## config.mk

```make
export PLATFORM = sky130hd
export DESIGN_NAME = sequential_divider_flat
export DESIGN_NICKNAME = d
export VERILOG_FILES = /design/src/rtl/sequential_divider_if.sv /design/src/rtl/sequential_divider.sv /design/src/flat_wrapper.sv
export SDC_FILE = /design/constraint.sdc
export NUM_CORES = 1
export LEC_CHECK = 0
export BUFFER_PORTS_ARGS = -buffer_cell sky130_fd_sc_hd__buf_2
export CAP_MARGIN = 20
export CORE_MARGIN = 5
export CORE_UTILIZATION = 44
export DETAILED_ROUTE_END_ITERATION = 8
export GPL_TIMING_DRIVEN = 0
export PLACE_DENSITY = 0.66
export SLEW_MARGIN = 15
export SYNTH_ARGS = -nofsm -noshare
export SYNTH_HDL_FRONTEND = slang
export SYNTH_SLANG_ARGS = --single-unit
```

## constraint.sdc

```tcl
create_clock -name clk -period 4.16 [get_ports clk]
set_input_delay 0.208 -clock clk [delete_from_list [all_inputs] [get_ports clk]]
set_output_delay 0.208 -clock clk [all_outputs]
set_load 0.01 [all_outputs]
```

## src/rtl/sequential_divider_if.sv

```systemverilog
// Start/done handshake bundle for the sequential divider.
// The div_by_zero signal exists only when DIV_BY_ZERO_CHECK_EN is defined.
interface sequential_divider_if #(
    parameter int WIDTH = 16
);
    logic             start;
    logic [WIDTH-1:0] dividend;
    logic [WIDTH-1:0] divisor;
    logic             ready;
    logic             done;
    logic [WIDTH-1:0] quotient;
    logic [WIDTH-1:0] remainder;
`ifdef DIV_BY_ZERO_CHECK_EN
    logic             div_by_zero;

    modport master (output start, dividend, divisor,
                    input  ready, done, quotient, remainder, div_by_zero);
    modport slave  (input  start, dividend, divisor,
                    output ready, done, quotient, remainder, div_by_zero);
`else
    modport master (output start, dividend, divisor,
                    input  ready, done, quotient, remainder);
    modport slave  (input  start, dividend, divisor,
                    output ready, done, quotient, remainder);
`endif
endinterface

```

## src/rtl/sequential_divider.sv

```systemverilog
// Unsigned restoring divider, one quotient bit per clock (WIDTH iterations).
// Optional DIV_BY_ZERO_CHECK_EN: zero divisor short-circuits to DONE and flags div_by_zero.
module sequential_divider #(
    parameter int WIDTH = 16
) (
    input  logic               clk,
    input  logic               reset,
    sequential_divider_if.slave bus
);
    // state | meaning
    // IDLE  | ready=1, waiting for start
    // BUSY  | one shift-subtract iteration per edge, counter counts down
    // DONE  | done=1 for one cycle, results valid
    typedef enum logic [1:0] {IDLE, BUSY, DONE} state_t;

    localparam int CW = $clog2(WIDTH + 1);

    state_t           state;
    logic [CW-1:0]    counter;
    logic [WIDTH-1:0] q_reg;
    logic [WIDTH-1:0] d_reg;
    // The partial remainder never exceeds the divisor after a step, so its
    // top (sign) bit is always zero and is only carried in shifted/trial.
    logic [WIDTH-1:0] r_reg;
    logic [WIDTH:0]   shifted;
    logic [WIDTH:0]   trial;
    logic             ready_r;
    logic             done_r;
`ifdef DIV_BY_ZERO_CHECK_EN
    logic             dbz_r;
`endif

    assign shifted = {r_reg, q_reg[WIDTH-1]};
    assign trial   = shifted - {1'b0, d_reg};

    always_ff @(posedge clk or posedge reset) begin
        if (reset) begin
            state   <= IDLE;
            counter <= '0;
            q_reg   <= '0;
            d_reg   <= '0;
            r_reg   <= '0;
            ready_r <= 1'b1;
            done_r  <= 1'b0;
`ifdef DIV_BY_ZERO_CHECK_EN
            dbz_r   <= 1'b0;
`endif
        end else begin
            case (state)
                IDLE: begin
                    if (bus.start) begin
                        ready_r <= 1'b0;
                        d_reg   <= bus.divisor;
`ifdef DIV_BY_ZERO_CHECK_EN
                        if (bus.divisor == '0) begin
                            q_reg  <= '1;
                            r_reg  <= bus.dividend;
                            dbz_r  <= 1'b1;
                            done_r <= 1'b1;
                            state  <= DONE;
                        end else begin
                            q_reg   <= bus.dividend;
                            r_reg   <= '0;
                            dbz_r   <= 1'b0;
                            counter <= CW'(WIDTH);
                            state   <= BUSY;
                        end
`else
                        q_reg   <= bus.dividend;
                        r_reg   <= '0;
                        counter <= CW'(WIDTH);
                        state   <= BUSY;
`endif
                    end
                end
                BUSY: begin
                    if (trial[WIDTH] == 1'b0) begin
                        r_reg <= trial[WIDTH-1:0];
                        q_reg <= {q_reg[WIDTH-2:0], 1'b1};
                    end else begin
                        r_reg <= shifted[WIDTH-1:0];
                        q_reg <= {q_reg[WIDTH-2:0], 1'b0};
                    end
                    counter <= counter - CW'(1);
                    if (counter == CW'(1)) begin
                        done_r <= 1'b1;
                        state  <= DONE;
                    end
                end
                DONE: begin
                    done_r  <= 1'b0;
                    ready_r <= 1'b1;
                    state   <= IDLE;
                end
                default: begin
                    done_r  <= 1'b0;
                    ready_r <= 1'b1;
                    state   <= IDLE;
                end
            endcase
        end
    end

    assign bus.ready     = ready_r;
    assign bus.done      = done_r;
    assign bus.quotient  = q_reg;
    assign bus.remainder = r_reg;
`ifdef DIV_BY_ZERO_CHECK_EN
    assign bus.div_by_zero = dbz_r;
`endif

endmodule

```

## src/flat_wrapper.sv

```systemverilog
// flat-port wrapper written by rule: the top's interface ports become plain ports
module sequential_divider_flat 
#(
    parameter int WIDTH = 16
)
  (clk, reset, bus_start, bus_dividend, bus_divisor, bus_ready, bus_done, bus_quotient, bus_remainder);
  sequential_divider_if #(.WIDTH(WIDTH)) bus_i ();
  input  logic clk;
  input  logic reset;
  input wire logic [$bits(bus_i.start)-1:0] bus_start;
  input wire logic [$bits(bus_i.dividend)-1:0] bus_dividend;
  input wire logic [$bits(bus_i.divisor)-1:0] bus_divisor;
  output wire logic [$bits(bus_i.ready)-1:0] bus_ready;
  output wire logic [$bits(bus_i.done)-1:0] bus_done;
  output wire logic [$bits(bus_i.quotient)-1:0] bus_quotient;
  output wire logic [$bits(bus_i.remainder)-1:0] bus_remainder;
  assign bus_i.start = bus_start;
  assign bus_i.dividend = bus_dividend;
  assign bus_i.divisor = bus_divisor;
  assign bus_ready = bus_i.ready;
  assign bus_done = bus_i.done;
  assign bus_quotient = bus_i.quotient;
  assign bus_remainder = bus_i.remainder;
  sequential_divider #(.WIDTH(WIDTH)) u_core (.clk(clk), .reset(reset), .bus(bus_i));
endmodule
```

# Word-level counts from Yosys, hierarchy flattened

Index checks and enable logic that the tools add are counted.
Widths: inputs -> output; s select.

$add $sub $neg: 2
Equal/unequal tests: 4
Multiplexer cells: 15
Bitwise operators: 2
Reduce and logical (&&, ||, !) cells: 7

Operators with widths:

| kind                | count |
|---|---|
| $pmux 16 s2         | 2 |
| $mux 16             | 3 |
| $sub 17x16->17      | 1 |
| $pmux 5 s2          | 1 |
| $reduce_and 2->1    | 5 |
| $eq 5x1->1 const B  | 1 |
| $mux 5              | 1 |
| $sub 5x1->5 const B | 1 |
| $mux 2              | 2 |
| $pmux 1 s2          | 2 |
| $pmux 2 s2          | 1 |
| $mux 1              | 3 |
| $eq 2x1->1 const B  | 1 |
| $logic_not 2->1     | 1 |
| $ne 2x1->1 const B  | 1 |
| $ne 2x2->1 const B  | 1 |
| $not 1->1           | 2 |
| $reduce_bool 2->1   | 1 |

Register bits after elaboration: 57
Bits of input ports: 35
Output and inout port bits: 34
Logic and storage cells: 37

# Depth between registers and ports, before layout

Depth in word-level cells: 3
Gate-level depth with buffers: 13
Gate-level depth less buffers: 11

# Least setup slack after synthesis

OpenSTA, ideal clock, no wires.

Kind: register to register
From: reg u_core.q_reg[15], in the netlist u_core.bus.quotient[15]
To: reg u_core.r_reg[14], in the netlist u_core.bus.remainder[14]
Library setup time: 0.121 ns
Arrival: 2.583 ns
Path slack: 1.456 ns
Stages on the path, launching flop included: 14
Buffers on the path: 2
Clock period less this slack: 2.704 ns
Cells stage by stage: dfrtp_1 -> inv_1 -> ha_1 -> inv_1 -> fa_1 -> a21o_1 -> a221o_1 -> a21oi_2 -> o2111ai_1 -> nor3b_1 -> buf_6 -> buf_6 -> a32oi_1 -> nand2_1

Word-level cells in the longest chain between the ends: 3

Ends and longest elaborated chain:

| what                     | line                     | text |
|---|---|---|
| start: declaration       | sequential_divider.sv:20 | `logic [WIDTH-1:0] q_reg;` |
| start signal: assignment | sequential_divider.sv:69 | `q_reg <= bus.dividend;` |
| start signal: assignment | sequential_divider.sv:79 | `q_reg <= {q_reg[WIDTH-2:0], 1'b1};` |
| start signal: assignment | sequential_divider.sv:82 | `q_reg <= {q_reg[WIDTH-2:0], 1'b0};` |
| $sub 17x16->17           | sequential_divider.sv:34 | `assign trial = shifted - {1'b0, d_reg};` |
| $mux 16                  | sequential_divider.sv:77 | `if (trial[WIDTH] == 1'b0) begin` |
| $pmux 16 s2              | sequential_divider.sv:49 | `case (state)` |
| end signal: assignment   | sequential_divider.sv:78 | `r_reg <= trial[WIDTH-1:0];` |
| end signal: assignment   | sequential_divider.sv:81 | `r_reg <= shifted[WIDTH-1:0];` |
| end: declaration         | sequential_divider.sv:24 | `logic [WIDTH-1:0] r_reg;` |

Every way passes these cells.
A chain may end at the register's enable or synchronous reset.

# Worst setup path after layout

From: reg u_core.q_reg[15], in the netlist u_core.bus.quotient[15]
To: reg u_core.r_reg[13], in the netlist u_core.bus.remainder[13]

Same word-level chain as after synthesis.

==> impl_results.md <==
* Largest net degree at the start of global routing at 58
* Starting Density at 0.447
* Resize count post-CTS at 0
* Design Area, Final at 4090 sq um
* Buffers on Ports at 68
* Post-Route WL at 8.87 mm
* Biggest area consumer among synthesized cells: dfrtp_1
* Worst R2R Start: u_core.bus.quotient[15]
* Tcrit/Tclk final at 0.747
* Post-synth EDFFs at 0
* Worst clock skew at 0.0105 ns
* # diodes at 0
* Rows at 32
* CTS root buffer: clkbuf_8
* CTS tree: built
* Count leader, synth: dfrtp_1
* Pre-CTS WS at 1.10 ns
* Vias in the first global route at 3,067
* Top cells by area, synth: dfrtp_1, ha_1, nand2_1, a21oi_1, o21ai_1
* Synth warnings at 0
* 1st-pass router iterations at 4
* Placed Area at 3890 sq um
* Die W at 98.2 um
* Core Region at 7650 sq um
* Area delta synth->final at 19.5%
* Final setup viols at 0
* Clock slew at reported path FFs at 0.07 ns
* Fill cell count at 758
* Final Hold Fails at 21
* H-tree depth at 3
* Die area at 9640 sq um
* Worst hold slack at -0.00831 ns
* Leading register cell type out of synthesis: dfrtp_1
* Vias at 3,012
* Via density per instance at 5.34
* CP Capture Type: flip-flop
* Ports at 69
* RSZ-0062 raised after global routing: no
* Post-CTS Hold Buffers at 0
* Failing checks: hold timing
* Setup WS post-layout at 1.05 ns
* Clock latency at the later pin of the worst-skew pair at 0.34 ns
* Post-synthesis cell type count at 44
* Post-Synthesis Cells at 378
* DR iter-0 viols at 116
* Syn nets at 432
* Die height at 98.2 um
* P_leak at 0.00193 uW
* Initial antenna violation count at 1
* Post-Syn Area at 3420 sq um
* Data arrival, critical path at 3.34 ns
* Top cell type's share of synthesized area at 0.410
* Gpl congestion at 0.875
* CP startpoint kind: flip-flop
* Max-cap violations at 0
* Routed WL per cell at 15.7 um
* Clock period minus worst slack at 3.11 ns
* First-pass GRT wire length at 15.1 mm
* Post-synthesis sequential area ratio at 0.417
* Status: finished, violations left
* Critical path peak fanout at 10
* Layout cells sized above 1 at 0.210
* Clock sink total at 57
* Worst-margin pin slew at 0.750 ns
* Max Root-Sink Buffers at 2
* CP Launch Point: u_core.bus.quotient[15]
* Post-route ant nets at 0
* Avg Synthesized Cell Area at 9.05 sq um
* Cell Pwr Density at 1000 nW/um^2
* CTS buffer count at 9
* Asr flop ratio synth at 1.00
* GRT Resource Usage Total at 0.194
* Worst slew margin at 0.500
* FMAX at 322 MHz
* Setup CP Type: reg -> reg
* Post-layout net count at 511
* Worst Hold Class: in -> async
* Fin Setup TNS at 0 ns
* VDD IR max at 0.421 mV
* GRT Residual Overflow at 0
* Remaining DRCs at 0
* Seq cells post-synth at 57
* Fin. max-slew vios at 0
* Detail Placement HPWL at 6.52 mm
* CP Data Required Time at 4.39 ns
* Top cells by count, synth: dfrtp_1, nand2_1, a21oi_1
* Post-CTS Setup Bufs at 0
## routing by layer
metal	share of wire	routed length, um	global-route usage	vias up
met3	0.055	489	0.0457	17
met2	0.50	4430	0.319	77
met4	0.020	178	0.0851	2
li1	-	-	-	1507
met5	0.00079	7	0	-
met1	0.42	3770	0.245	1409
## path summary, 6_finish.rpt
| check | cells after the start | slack [ns] | to |
|---|---|---|---|
| max in group asynchronous | 2 | 3.70 | u_core.counter[1] |
| worst max-delay path | 13 | 1.05 | u_core.bus.remainder[13] |
| min in group clk | 3 | 0.06 | u_core.d_reg[7] |
| worst min register to register | 1 | 0.49 | u_core.counter[4] |
| worst min-delay path | 2 | -0.008 | u_core.d_reg[8] |
| worst max register to register | 13 | 1.05 | u_core.bus.remainder[13] |
## layout make-up
type | instances | area [sq um] | area share
repair buffers | 68 | 340 | 0.0832
clock inverters | 5 | 55.1 | 0.0135
well taps | 102 | 128 | 0.0312
flip-flops and latches | 57 | 1430 | 0.349
multi-input cells | 280 | 1820 | 0.445
clock buffers | 11 | 141 | 0.0346
inverters | 21 | 81.3 | 0.0199
plain buffers | 20 | 97.6 | 0.0239
## power breakdown
group | switching, uW | internal [uW]
Sequential | 198 | 826
Clock | 226 | 291
Combinational | 1460 | 1090
## metrics by stage
stage | std cells | utilization | hold slack [ns] | power, uW
finish | 564 | 0.535 | -0.00831 | 4100
floorplan | 378 | - | 0.313 | 2930
global route | 564 | 0.535 | 0.0517 | 4470
global placement | 548 | 0.509 | 0.404 | 3530
detailed placement | 548 | 0.509 | 0.376 | 3590
CTS | 564 | 0.535 | 0.00920 | 4120
## layout by cell type (no fill, tap or decap), types with 8 or more instances in the layout
cell type and count:
nand3_1 15, clkbuf_1 17, o21ai_1 30, nor2b_1 18
o311ai_2 8, nor2_1 10, o21ai_0 20, clkbuf_8 10
a22oi_1 13, ha_1 18, a21oi_1 32, dfrtp_1 56
buf_2 68, nand2_1 50, a21o_1 10, inv_1 20
## worst max-delay path, cell delays in order (launching register included)
cell	delay (ns)
dfrtp_1	0.43
inv_1	0.09
ha_1	0.18
inv_1	0.06
fa_1	0.40
a21o_1	0.22
a221o_1	0.38
a21oi_2	0.27
nor3b_1	0.09
nor3b_1	0.24
buf_6	0.22
buf_6	0.19
nand3_1	0.10
o311ai_1	0.11
## cells by family (layout without fill, tap and decap cells)
kind of cell | count (synthesis) | count (layout) | synth area share
AO/OA/AOI/OAI | 128 | 128 | 0.245
XOR/XNOR | 12 | 12 | 0.0307
adder cells (fa/ha/maj) | 19 | 19 | 0.0717
buffers and inverters | 41 | 125 | 0.0516
flip-flops | 57 | 57 | 0.417
multiplexers | 6 | 6 | 0.0176
AND/OR/NAND/NOR | 115 | 115 | 0.166
Note: power is estimated with default switching activity, not from simulation.
